`src/rtl/ifmap_ring_spad_pkg.sv`:
```
// Shared PE scratchpad package: default word width / depth and the pointer-wrap
// helper used by the ifmap, filter and psum scratchpads.
// Ports: none (package only).
package ifmap_ring_spad_pkg;

  // Default word width of every PE scratchpad.
  localparam int unsigned SPAD_DATA_W = 16;

  // Default ifmap window depth in words (need not be a power of two).
  localparam int unsigned IFMAP_DEPTH = 12;

  // Advance a circular pointer by inc slots, wrapping at depth.
  // Callers guarantee ptr < depth and inc <= depth, so one subtraction
  // is enough and no divider is inferred for non-power-of-two depths.
  function automatic int unsigned ptr_wrap_add(
    input int unsigned ptr,
    input int unsigned inc,
    input int unsigned depth
  );
    int unsigned sum;
    sum = ptr + inc;
    if (sum >= depth) begin
      sum = sum - depth;
    end
    return sum;
  endfunction

endpackage

```
`src/rtl/ifmap_ring_spad_ram.sv`:
```
// spad_ram: plain scratchpad storage array, one write port and one registered
// read port. No reset: contents survive reset and flush by design.
// Ports: clk_i; we_i/waddr_i/wdata_i write port; re_i/raddr_i read request,
//        rdata_o registered read data (holds when re_i is low).
module spad_ram #(
  parameter int unsigned DATA_W = 16,
  parameter int unsigned DEPTH  = 12,
  parameter int unsigned ADDR_W = $clog2(DEPTH)
) (
  input  logic              clk_i,
  input  logic              we_i,
  input  logic [ADDR_W-1:0] waddr_i,
  input  logic [DATA_W-1:0] wdata_i,
  input  logic              re_i,
  input  logic [ADDR_W-1:0] raddr_i,
  output logic [DATA_W-1:0] rdata_o
);

  logic [DATA_W-1:0] mem_q [DEPTH];
  logic [DATA_W-1:0] rdata_q;

  // Read-before-write on a same-address collision; the ring controller
  // never reads the slot it is writing, so the ordering is never observed.
  always_ff @(posedge clk_i) begin
    if (we_i) begin
      mem_q[waddr_i] <= wdata_i;
    end
    if (re_i) begin
      rdata_q <= mem_q[raddr_i];
    end
  end

  assign rdata_o = rdata_q;

endmodule

```
`src/rtl/ifmap_ring_spad.sv`:
```
// ifmap_ring_spad: circular ifmap window buffer for a PE. Words are pushed at
// the tail, read at any offset from the oldest word with 1-cycle latency, and
// retired from the head in groups (window slide).
// Ports: clk/reset (sync, active-high); clear flush; in_valid/in_data/in_ready
//        push side; rd_en/rd_offset -> rd_data/rd_valid/rd_err read side;
//        slide_en/slide_cnt retire; count/full/empty occupancy status.
module ifmap_ring_spad
  import ifmap_ring_spad_pkg::*;
#(
  parameter int unsigned DATA_W = SPAD_DATA_W,
  parameter int unsigned DEPTH  = IFMAP_DEPTH,
  parameter int unsigned ADDR_W = $clog2(DEPTH)
) (
  input  logic              clk,
  input  logic              reset,
  input  logic              clear,
  input  logic              in_valid,
  input  logic [DATA_W-1:0] in_data,
  output logic              in_ready,
  input  logic              rd_en,
  input  logic [ADDR_W-1:0] rd_offset,
  output logic [DATA_W-1:0] rd_data,
  output logic              rd_valid,
  output logic              rd_err,
  input  logic              slide_en,
  input  logic [ADDR_W:0]   slide_cnt,
  output logic [ADDR_W:0]   count,
  output logic              full,
  output logic              empty
);

  localparam logic [ADDR_W:0] DEPTH_C = (ADDR_W + 1)'(DEPTH);

  logic [ADDR_W-1:0] head_q, head_d;
  logic [ADDR_W-1:0] tail_q, tail_d;
  logic [ADDR_W:0]   count_q, count_d;
  logic              rd_valid_q, rd_valid_d;
  logic              rd_err_q, rd_err_d;
  // Forces rd_data to zero after reset or an out-of-range read; the RAM
  // output register has no reset of its own.
  logic              rd_zero_q, rd_zero_d;

  logic              push;
  logic [ADDR_W:0]   eff;
  logic              rd_in_range;
  logic [ADDR_W-1:0] rd_addr;
  logic              ram_we;
  logic              ram_re;
  logic [DATA_W-1:0] ram_rdata;

  // Status comes from registered count only, so in_ready never depends on
  // a same-cycle slide.
  assign full     = (count_q == DEPTH_C);
  assign empty    = (count_q == '0);
  assign in_ready = !full;
  assign count    = count_q;

  always_comb begin
    push        = in_valid && in_ready && !clear;

    eff         = '0;
    if (slide_en) begin
      eff = (slide_cnt < count_q) ? slide_cnt : count_q;
    end

    // Range check and address use the pre-push count and pre-slide head.
    rd_in_range = ({1'b0, rd_offset} < count_q);
    // An out-of-range offset may exceed DEPTH; steer it to offset 0 so the
    // address stays inside the array (the data is discarded anyway).
    rd_addr     = ADDR_W'(ptr_wrap_add(32'(head_q),
                                       rd_in_range ? 32'(rd_offset) : 32'd0,
                                       DEPTH));

    ram_we      = push && !reset;
    ram_re      = rd_en && rd_in_range && !clear && !reset;
  end

  always_comb begin
    head_d     = head_q;
    tail_d     = tail_q;
    count_d    = count_q;
    rd_valid_d = 1'b0;
    rd_err_d   = 1'b0;
    rd_zero_d  = rd_zero_q;

    if (clear) begin
      head_d  = '0;
      tail_d  = '0;
      count_d = '0;
    end else begin
      head_d  = ADDR_W'(ptr_wrap_add(32'(head_q), 32'(eff), DEPTH));
      if (push) begin
        tail_d = ADDR_W'(ptr_wrap_add(32'(tail_q), 32'd1, DEPTH));
      end
      count_d = count_q + (ADDR_W + 1)'(push) - eff;

      if (rd_en) begin
        rd_valid_d = rd_in_range;
        rd_err_d   = !rd_in_range;
        rd_zero_d  = !rd_in_range;
      end
    end
  end

  always_ff @(posedge clk) begin
    if (reset) begin
      head_q     <= '0;
      tail_q     <= '0;
      count_q    <= '0;
      rd_valid_q <= 1'b0;
      rd_err_q   <= 1'b0;
      rd_zero_q  <= 1'b1;
    end else begin
      head_q     <= head_d;
      tail_q     <= tail_d;
      count_q    <= count_d;
      rd_valid_q <= rd_valid_d;
      rd_err_q   <= rd_err_d;
      rd_zero_q  <= rd_zero_d;
    end
  end

  spad_ram #(
    .DATA_W (DATA_W),
    .DEPTH  (DEPTH),
    .ADDR_W (ADDR_W)
  ) u_ram (
    .clk_i   (clk),
    .we_i    (ram_we),
    .waddr_i (tail_q),
    .wdata_i (in_data),
    .re_i    (ram_re),
    .raddr_i (rd_addr),
    .rdata_o (ram_rdata)
  );

  assign rd_data  = rd_zero_q ? '0 : ram_rdata;
  assign rd_valid = rd_valid_q;
  assign rd_err   = rd_err_q;

endmodule

```
`config.mk`:
```
export PLATFORM = sky130hd
export DESIGN_NAME = ifmap_ring_spad
export DESIGN_NICKNAME = d
export VERILOG_FILES = /design/src/rtl/ifmap_ring_spad_pkg.sv /design/src/rtl/ifmap_ring_spad_ram.sv /design/src/rtl/ifmap_ring_spad.sv
export SDC_FILE = /design/constraint.sdc
export NUM_CORES = 1
export LEC_CHECK = 0
export BUFFER_PORTS_ARGS = -buffer_cell sky130_fd_sc_hd__buf_2
export CAP_MARGIN = 20
export CORE_ASPECT_RATIO = 0.5
export CORE_UTILIZATION = 50
export DETAILED_ROUTE_END_ITERATION = 8
export PLACE_DENSITY = 0.69
export SYNTH_ARGS = -nofsm -noshare
export SYNTH_HDL_FRONTEND = slang
export SYNTH_SLANG_ARGS = --single-unit
```
`constraint.sdc`:
```
create_clock -name clk -period 9.4 [get_ports clk]
set_input_delay 0.47 -clock clk [delete_from_list [all_inputs] [get_ports clk]]
set_output_delay 0.47 -clock clk [all_outputs]
set_load 0.02 [all_outputs]
```
==> results of run 1 <==
## routing by layer
layer	up-vias	global-route usage, %
li1	2284	-
met1	2459	27.4
met2	155	31.6
met3	23	3.49
met4	0	3.52
met5	-	0
## cell type report
class	instances	share of cell area (%)
clock buffers	21	4.65
clock inverters	14	1.20
inverters	20	0.692
multi-input cells	286	26.0
flip-flops and latches	224	60.5
well taps	259	2.99
repair buffers	68	4.02
## power breakdown
part / leakage [nW] / switching (mW) / internal (mW)
clock: 0.317 / 0.347 / 0.447
sequential: 2.00 / 0.0218 / 1.14
combinational: 1.45 / 0.429 / 0.373
total: 3.77 / 0.798 / 1.96
## stage by stage
step	hold WS [ns]	std cells	worst slack (ns)	instance area (sq um)
finish	0.220	892	4.54	10900
global route	0.234	892	4.19	10900
CTS	0.208	886	4.42	10700
detailed placement	0.534	851	4.33	10100
global placement	0.520	851	4.52	10100
floorplan	0.494	553	5.50	9540
## worst paths after layout
| check | startpoint | to | slack, ns | cells past startpoint |
|---|---|---|---|---|
| setup / recovery | count[1] | u_ram.rdata_o[10] | 4.54 | 17 |
| hold / removal | reset | rd_zero_q | 0.22 | 3 |
| setup reg to reg | count[1] | u_ram.rdata_o[10] | 4.54 | 17 |
| hold reg to reg | tail_q[0] | tail_q[0] | 0.54 | 2 |
## flip-flops by register name, indices dropped and copies added (netlist names)
register / count
rd_valid: 1
rd_err: 1
count: 5
u_ram.mem_q: 192
head_q: 4
tail_q: 4
u_ram.rdata_o: 16
rd_zero_q: 1
## worst max-delay path: stages (launching register included)
cell      delay [ns]
dfxtp_1         0.41
inv_1           0.09
ha_1            0.28
a21o_1          0.15
a21o_1          0.16
a21oi_1         0.27
nor2_1          0.16
nor2b_1         0.24
ha_4            0.17
inv_1           0.05
fa_2            0.51
buf_4           0.56
a31oi_1         0.29
a21oi_1         0.22
o21bai_2        0.34
buf_4           0.36
mux2i_1         0.23
o21ai_0         0.09
## Yosys cell counts, drive strengths merged
cell type,n,area [sq um]
a21boi,1,7.51
o21bai,1,7.51
fa,3,60.1
nand2,30,113
a21o,8,61.3
inv,20,75.1
a211o,1,8.76
or3,3,28.8
mux2i,20,200
clkbuf,14,53.8
a31oi,3,18.8
nand3,4,20.0
a32oi,1,8.76
xor2,5,43.8
xnor2,5,43.8
or2,2,12.5
ha,31,388
and3b,1,8.76
edfxtp,208,6250
and3,5,31.3
and2,9,58.8
nor2b,25,156
nor4b,1,8.76
nand2b,6,37.5
a221o,1,10.0
o31ai,4,43.8
o21ai,23,115
o2111a,1,11.3
mux4,48,1080
dfxtp,16,320
a21oi,18,90.1
buf,9,56.3
nor3,5,25.0
o211ai,1,7.51
nor2,19,71.3
o22a,1,8.76
## cell families (layout without fill, tap and decap cells)
group	after synthesis	in the layout	synth area share, %
AOI/OAI and AO/OA	64	64	4.18
xor gates and xnor gates	10	10	0.918
adders and majority gates	34	34	4.70
buffers and inverters	43	123	1.94
DFF	224	224	68.8
muxes	68	68	13.4
and+or+nand+nor	110	110	5.99
==> key figures, run 1 <==
Timing
  – Setup violators final: 0
  – Fmax: 206 MHz
  – Clk_skew: 0.00964 ns
  – Setup repair after global routing missed its margin: no
  – Setup TNS: 0 ns
  – Final Max Slew Viols: 0
  – Tmin final: 4.86 ns
  – Fin. Hold Viols: 0
  – Worst slew margin: 34.1%
  – Worst-Margin Slew: 0.989 ns
  – Final Cycle Share: 51.7%

Setup path
  – CP max FO: 49
  – Crit path DAT: 5.08 ns
  – Crit start category: register
  – Worst setup EP type: register
  – CP required: 9.62 ns
  – Crit Path Class: register to register

Drt
  – Max Used Layer: met4
  – DRT antenna net count: 0
  – Met2 WL: 8.68 mm
  – DRC viols: 0
  – Routed met1 length: 7.98 mm
  – DRT Wirelength: 18.3 mm
  – DR WL/cell: 20.5 microns
  – Vias: approximately 4900
  – DR pass1 iterations: 4
  – Met3 wire len: 1.39 mm
  – Post-DR vias/cell: 5.52
  – Drt initial violations: between 300 and 400

Clock network
  – Cts bufs inserted: 20
  – H-tree lvl count: 1
  – Clk pin slew, worst setup/hold paths: 0.07 ns
  – CTS tree: done
  – Clock Path Buffers: 3
  – Clock sinks: 224
  – Post-CTS Hold Buffers: 0
  – Post-CTS Resized: 0
  – Worst-Skew Late Latency: 0.50 ns
  – Post-CTS Setup Inserts: 0
  – Clock root buffer: clkbuf_16

Synthesis
  – Synthesis Warnings: 0
  – Mapped Area: 9540 sq um
  – Library cells used by synthesis: 44
  – Sequential cell area fraction in the yosys report: 68.8%
  – Yosys reg bits: 224
  – Mapped Cells: 553
  – Syn Area/Cell: 17.2 sq um
  – Synthesized Nets: 618

Floorplanning
  – Die height: about 100 microns
  – Die area: 19700 sq um
  – Total core area: between 15000 and 20000 sq um
  – Site row count: 35
  – Starting Density: 51.5%
  – Boundary pin count: 57
  – Die W: 197 microns

Final layout
  – Layout cells sized above 1: 25.4%
  – Commonest non-fill, non-tap cells in the layout: edfxtp_1 (208), buf_2 (56), mux4_2 (48)
  – Commonest non-fill, non-tap cell in the layout: edfxtp_1
  – Final core occ: 58.6%
  – Area Overhead vs Synth: 13.8%
  – Register area: between 6000 and 7000 sq um
  – NumNets Final: 685
  – N_diodes: 0
  – FILL cells: 1379
  – Footprint of the multi-input gates: ~2800 sq um

GRT
  – Initial antenna violation count: 0
  – First-pass GRT wire length: about 28 mm
  – Grt ovf: 0
  – Number of global-route vias before repair: 4772
  – Largest net degree at the start of global routing: 50
  – Total GRT Usage: 19.2%

Flow run
  – MaxCap Viol Count: 0

Placement
  – Port buffer count: 56
  – RD Place Congestion: between 0.8 and 0.9
  – HPWL Detailed: 10.7 mm

Power
  – Overall power: 2.76 mW
  – LEAKAGE: ~3.8 nW
  – PwrDens: 254 nW/um^2
  – Peak supply drop: about 0.13 mV

Outcome
  – Status: finished clean

Hold path
  – Worst hold-check path type: input port to register
Power figures use the tool's default switching activity.
==> run 2, diff against run 1 <==
- clock period: 9.4 -> 4.9 ns (I/O delays scaled with it)
==> key figures, run 2 (same netlist as run 1, synthesis figures left out) <==
Outcome
  – Status: finished clean

Drt
  – DRT Wirelength: 19.4 mm
  – DRC viols: 0
  – Max Used Layer: met4
  – Met2 WL: 9.04 mm
  – Met3 wire len: between 1 and 1.5 mm
  – Vias: 4988
  – DR WL/cell: 21.5 microns
  – Routed met1 length: 8.82 mm
  – DRT antenna net count: 0
  – DR pass1 iterations: 5
  – Drt initial violations: 498
  – Post-DR vias/cell: 5.52

Clock network
  – Clock Path Buffers: 3
  – Post-CTS Resized: 0
  – Cts bufs inserted: 21
  – Post-CTS Setup Inserts: 0
  – Clk pin slew, worst setup/hold paths: 0.07 ns
  – CTS tree: done
  – Worst-Skew Late Latency: roughly 0.5 ns
  – Clock root buffer: clkbuf_16
  – H-tree lvl count: 1
  – Clock sinks: between 200 and 250

Timing
  – Setup TNS: 0 ns
  – Setup violators final: 0
  – Final Max Slew Viols: 0
  – Clk_skew: 0.0153 ns
  – Worst slew margin: 25.1%
  – Fmax: 229 MHz
  – Tmin final: roughly 4.4 ns
  – Worst-Margin Slew: between 1 and 1.5 ns
  – Setup repair after global routing missed its margin: no
  – Final Cycle Share: 89.1%
  – Fin. Hold Viols: 0

Setup path
  – Reg-to-reg critical path endpoint: u_ram.rdata_o[1]
  – Slowest cell on crit path: dfxtp_1
  – Crit path DAT: 4.58 ns
  – Critical Path Max Stage Delay: between 0.4 and 0.5 ns
  – Worst setup EP type: register
  – Reg2reg start: count[1]
  – CP required: 5.12 ns
  – Crit-path cells: inv_1 -> ha_1 -> a21o_1 -> a21o_1 -> a21oi_1 -> nor2_1 -> nor2b_1 -> ha_4 -> inv_1 -> fa_2 -> xnor2_1 -> ha_1 -> a31oi_1 -> nand3_1 -> o21bai_2 -> buf_4 -> mux2i_1 -> o21ai_0
  – Crit start category: register
  – Critical Path End: u_ram.rdata_o[1]
  – CP max FO: 9
  – FF-to-FF path depth: 18
  – Crit Path Class: register to register
  – Critical Path Start: count[1]
  – Worst reg2reg setup slack: approximately 0.53 ns

GRT
  – Total GRT Usage: 20.5%
  – Number of global-route vias before repair: 5100
  – Largest net degree at the start of global routing: 49
  – Grt ovf: 0
  – First-pass GRT wire length: 29.5 mm
  – Initial antenna violation count: 0

Power
  – Combinational share of power: 29.3%
  – Overall power: approximately 5.4 mW
  – Switching pwr: 1.59 mW
  – Cell Int Power: roughly 3.8 mW
  – Sw frac: 29.4%
  – Sequential share of power: 41.0%
  – LEAKAGE: 3.81 nW
  – PwrDens: ~490 nW/um^2
  – Clock Power Share: between 20% and 30%
  – Peak supply drop: ~0.23 mV

Placement
  – Port buffer count: 56
  – RD Place Congestion: 0.853
  – Area post-placement: about 10000 sq um
  – HPWL Detailed: 11.5 mm

Floorplanning
  – Die area: 19700 sq um
  – Boundary pin count: 57
  – Die W: 197 microns
  – Site row count: 35
  – Die height: 99.7 microns
  – Total core area: 18500 sq um
  – Starting Density: 51.5%

Final layout
  – Register area: 6570 sq um
  – Commonest non-fill, non-tap cells in the layout: edfxtp_1 (208), buf_2 (56), mux4_2 (48)
  – Layout cells sized above 1: between 20% and 30%
  – Footprint of the multi-input gates: 2820 sq um
  – Max FFs per register: between 150 and 200
  – FILL cells: 1401
  – N_diodes: 0
  – NumNets Final: around 690
  – Final instance area: 11000 sq um
  – Most flops, register: u_ram.mem_q
  – Commonest non-fill, non-tap cell in the layout: edfxtp_1
  – Area Overhead vs Synth: 15.0%

Hold path
  – Worst hold-check path type: input port to register

Flow run
  – MaxCap Viol Count: 0
==> run 2: changes by cell type in the layout (fill, tap and decap cells not counted), sizes merged <==
cell         delta
dlygate4sd3     +1
clkinvlp        +2
clkinv          -5
buf             +7
inv             +1
clkbuf          +5
==> run 2: worst min-delay path by stage <==
stage	from	cells after the start	endpoint	slack [ns]
floorplan	reset	2	rd_zero_q	0.34
global placement	reset	3	rd_zero_q	0.49
detailed placement	reset	3	rd_zero_q	0.48
CTS	in_data[12]	1	u_ram.mem_q[7][12]	0.05
global route	in_data[12]	1	u_ram.mem_q[5][12]	0.06
finish	in_data[6]	1	u_ram.mem_q[2][6]	0.07
==> run 2: final cells by class <==
cell class,instances,area share [%]
inverter,20,0.684
clock buffer,26,4.96
clock inverter,12,1.14
sequential,224,59.9
multi-input combinational,286,25.7
tap,259,2.95
timing repair buffer,76,4.71
==> run 2: metrics by stage <==
step | cells | hold WS, ns | util (%) | worst slack, ns
global placement | 854 | 0.490 | 54.7 | 0.725
finish | 903 | 0.0672 | 59.2 | 0.535
detailed placement | 858 | 0.478 | 55.0 | 0.565
CTS | 897 | 0.0518 | 58.7 | 0.547
floorplan | 553 | 0.343 | - | 1.00
global route | 903 | 0.0648 | 59.2 | 0.182
==> run 2: critical path, delay by kind of cell, from the launching register on <==
| kind | cells | cell delay, ns |
|---|---|---|
| AO/OA/AOI/OAI | 6 | 1.24 |
| XOR/XNOR | 1 | 0.20 |
| adder cells (fa/ha/maj) | 4 | 1.02 |
| buffers and inverters | 3 | 0.42 |
| flip-flops | 1 | 0.45 |
| multiplexers | 1 | 0.21 |
| AND/OR/NAND/NOR | 3 | 0.55 |
==> run 2: power by group through the flow <==
stage	sequential, mW	clock [mW]	combinational, mW
floorplan	2.27	0	1.21
global placement	2.26	0	1.57
detailed placement	2.26	0	1.60
CTS	2.22	1.63	1.61
global route	2.22	1.71	1.76
finish	2.22	1.60	1.59
==> run 2: what timing repair did <==
action | 4_1_cts | 5_1_grt
endpoints found under the setup margin | 0 | 0
hold buffers | 1 | 0
hold endpoints to repair | 1 | 0
==> run 2: routing by layer <==
| metal | global-route usage (%) | vias up |
|---|---|---|
| met4 | 4.71 | 0 |
| met3 | 4.34 | 16 |
| met1 | 30.0 | 2524 |
| met5 | 0 | - |
| li1 | - | 2301 |
| met2 | 31.7 | 147 |
==> run 3, diff against run 2 <==
- BUFFER_PORTS_ARGS: -buffer_cell sky130_fd_sc_hd__buf_2 -> -buffer_cell sky130_fd_sc_hd__buf_4
==> key figures, run 3 (same netlist as run 1, synthesis figures left out) <==
Outcome
  – Status: finished clean

Setup path
  – Crit path DAT: 4.54 ns
  – Crit start category: register
  – Reg2reg start: count[1]
  – Crit Path Class: register to register
  – Worst setup EP type: register
  – Critical Path Start: count[1]
  – CP max FO: 9
  – CP required: 5.11 ns

Timing
  – Final Cycle Share: 88.4%
  – Fmax: 231 MHz
  – Setup repair after global routing missed its margin: no
  – Fin. Hold Viols: 0
  – Worst slew margin: 27.6%
  – Setup TNS: 0 ns
  – Final Max Slew Viols: 0
  – Clk_skew: 0.0123 ns
  – Worst hold margin: 0.0176 ns
  – Worst-Margin Slew: 1.09 ns
  – Setup violators final: 0
  – Tmin final: 4.33 ns

Clock network
  – Worst-Skew Late Latency: 0.49 ns
  – Clock sinks: 224
  – Clk pin slew, worst setup/hold paths: around 0.070 ns
  – CTS tree: done
  – H-tree lvl count: 1
  – Post-CTS Resized: 0
  – Clock Path Buffers: 3
  – Cts bufs inserted: 21
  – Clock root buffer: clkbuf_16

Floorplanning
  – Boundary pin count: 57
  – Die area: between 15000 and 20000 sq um
  – Site row count: 35
  – Die W: 197 microns
  – Die height: 99.7 microns
  – Starting Density: 51.5%
  – Total core area: roughly 19000 sq um

Power
  – LEAKAGE: 3.82 nW
  – Peak supply drop: 0.271 mV
  – PwrDens: 490 nW/um^2
  – Overall power: 5.41 mW

Drt
  – DRT Wirelength: 18.8 mm
  – DRT antenna net count: 0
  – Post-DR vias/cell: 5.61
  – DR pass1 iterations: 5
  – DRC viols: 0
  – Vias: between 5000 and 6000
  – DR WL/cell: 20.9 microns
  – Drt initial violations: 292

Final layout
  – Register area: 6570 sq um
  – Commonest non-fill, non-tap cell in the layout: edfxtp_1
  – Footprint of the multi-input gates: 2820 sq um
  – Commonest non-fill, non-tap cells in the layout: edfxtp_1 (208), buf_4 (64), mux4_2 (48)
  – N_diodes: 0
  – Max FFs per register: between 150 and 200
  – Layout cells sized above 1: 25.2%
  – Final instance area: roughly 11000 sq um
  – NumNets Final: 690
  – Area Overhead vs Synth: 15.8%
  – Most flops, register: u_ram.mem_q
  – Final core occ: 59.6%
  – FILL cells: roughly 1400

Hold path
  – Worst hold-check path type: input port to register
  – HP Start: in_data[6]

GRT
  – Number of global-route vias before repair: 5131
  – Initial antenna violation count: 0
  – Largest net degree at the start of global routing: 50
  – Grt ovf: 0
  – Total GRT Usage: 19.9%
  – First-pass GRT wire length: 29.2 mm

Placement
  – Area post-placement: 10300 sq um
  – Port buffer count: 56
  – HPWL Detailed: 10.9 mm
  – RD Place Congestion: 0.834

Flow run
  – MaxCap Viol Count: 0
-- run 3: path summary, 6_finish.rpt --
check	slack, ns	to	cells past startpoint
worst max-delay path	0.57	u_ram.rdata_o[3]	18
worst max register to register	0.57	u_ram.rdata_o[3]	18
worst min register to register	0.54	tail_q[0]	2
worst min-delay path	0.02	u_ram.mem_q[8][6]	1
-- run 3: metrics by stage --
step,std cells,setup slack (ns)
after floorplan,553,1.00
after global placement,855,0.689
after detailed placement,855,0.644
after CTS,897,0.630
after global routing,899,0.245
final,899,0.571
-- run 3: power breakdown --
part           switching, mW  internal (mW)  total, mW
sequential            0.0330           2.19       2.22
combinational          0.848          0.764       1.61
clock                  0.676          0.901       1.58
-- run 3: what timing repair did --
action	CTS	global route
hold buffers	4	0
endpoints found under the hold margin	23	0
setup buffers	0	0
-- run 3: worst max-delay path: stages, from the launching register on --
cell	delay, ns
dfxtp_1	0.46
inv_1	0.10
ha_1	0.28
a21o_1	0.15
a21o_1	0.17
a21oi_1	0.30
nor2_1	0.18
nor2b_1	0.22
ha_4	0.16
inv_1	0.04
fa_2	0.35
xnor2_1	0.20
ha_1	0.25
a31oi_1	0.31
nand3_1	0.13
o21bai_2	0.16
buf_4	0.26
mux2i_1	0.22
o21ai_0	0.11
-- run 3: area by class of cell --
class                           count  area share [%]
Inverter                           20           0.680
Timing Repair Buffer               72            5.46
Clock inverter                     11           0.986
Sequential cell                   224            59.5
Multi-Input combinational cell    286            25.5
Clock buffer                       27            4.96
Tap cell                          259            2.93
-- run 3: metal layers --
layer / GRT usage, % / wire length, microns / share of wire [%] / vias to the layer above
li1: - / - / - / 2285
met1: 29.3 / 8660 / 46 / 2600
met2: 31.7 / 8800 / 47 / 137
met3: 3.05 / 1040 / 5.5 / 20
met4: 4.71 / 282 / 1.5 / 0
met5: 0 / 0 / 0 / -
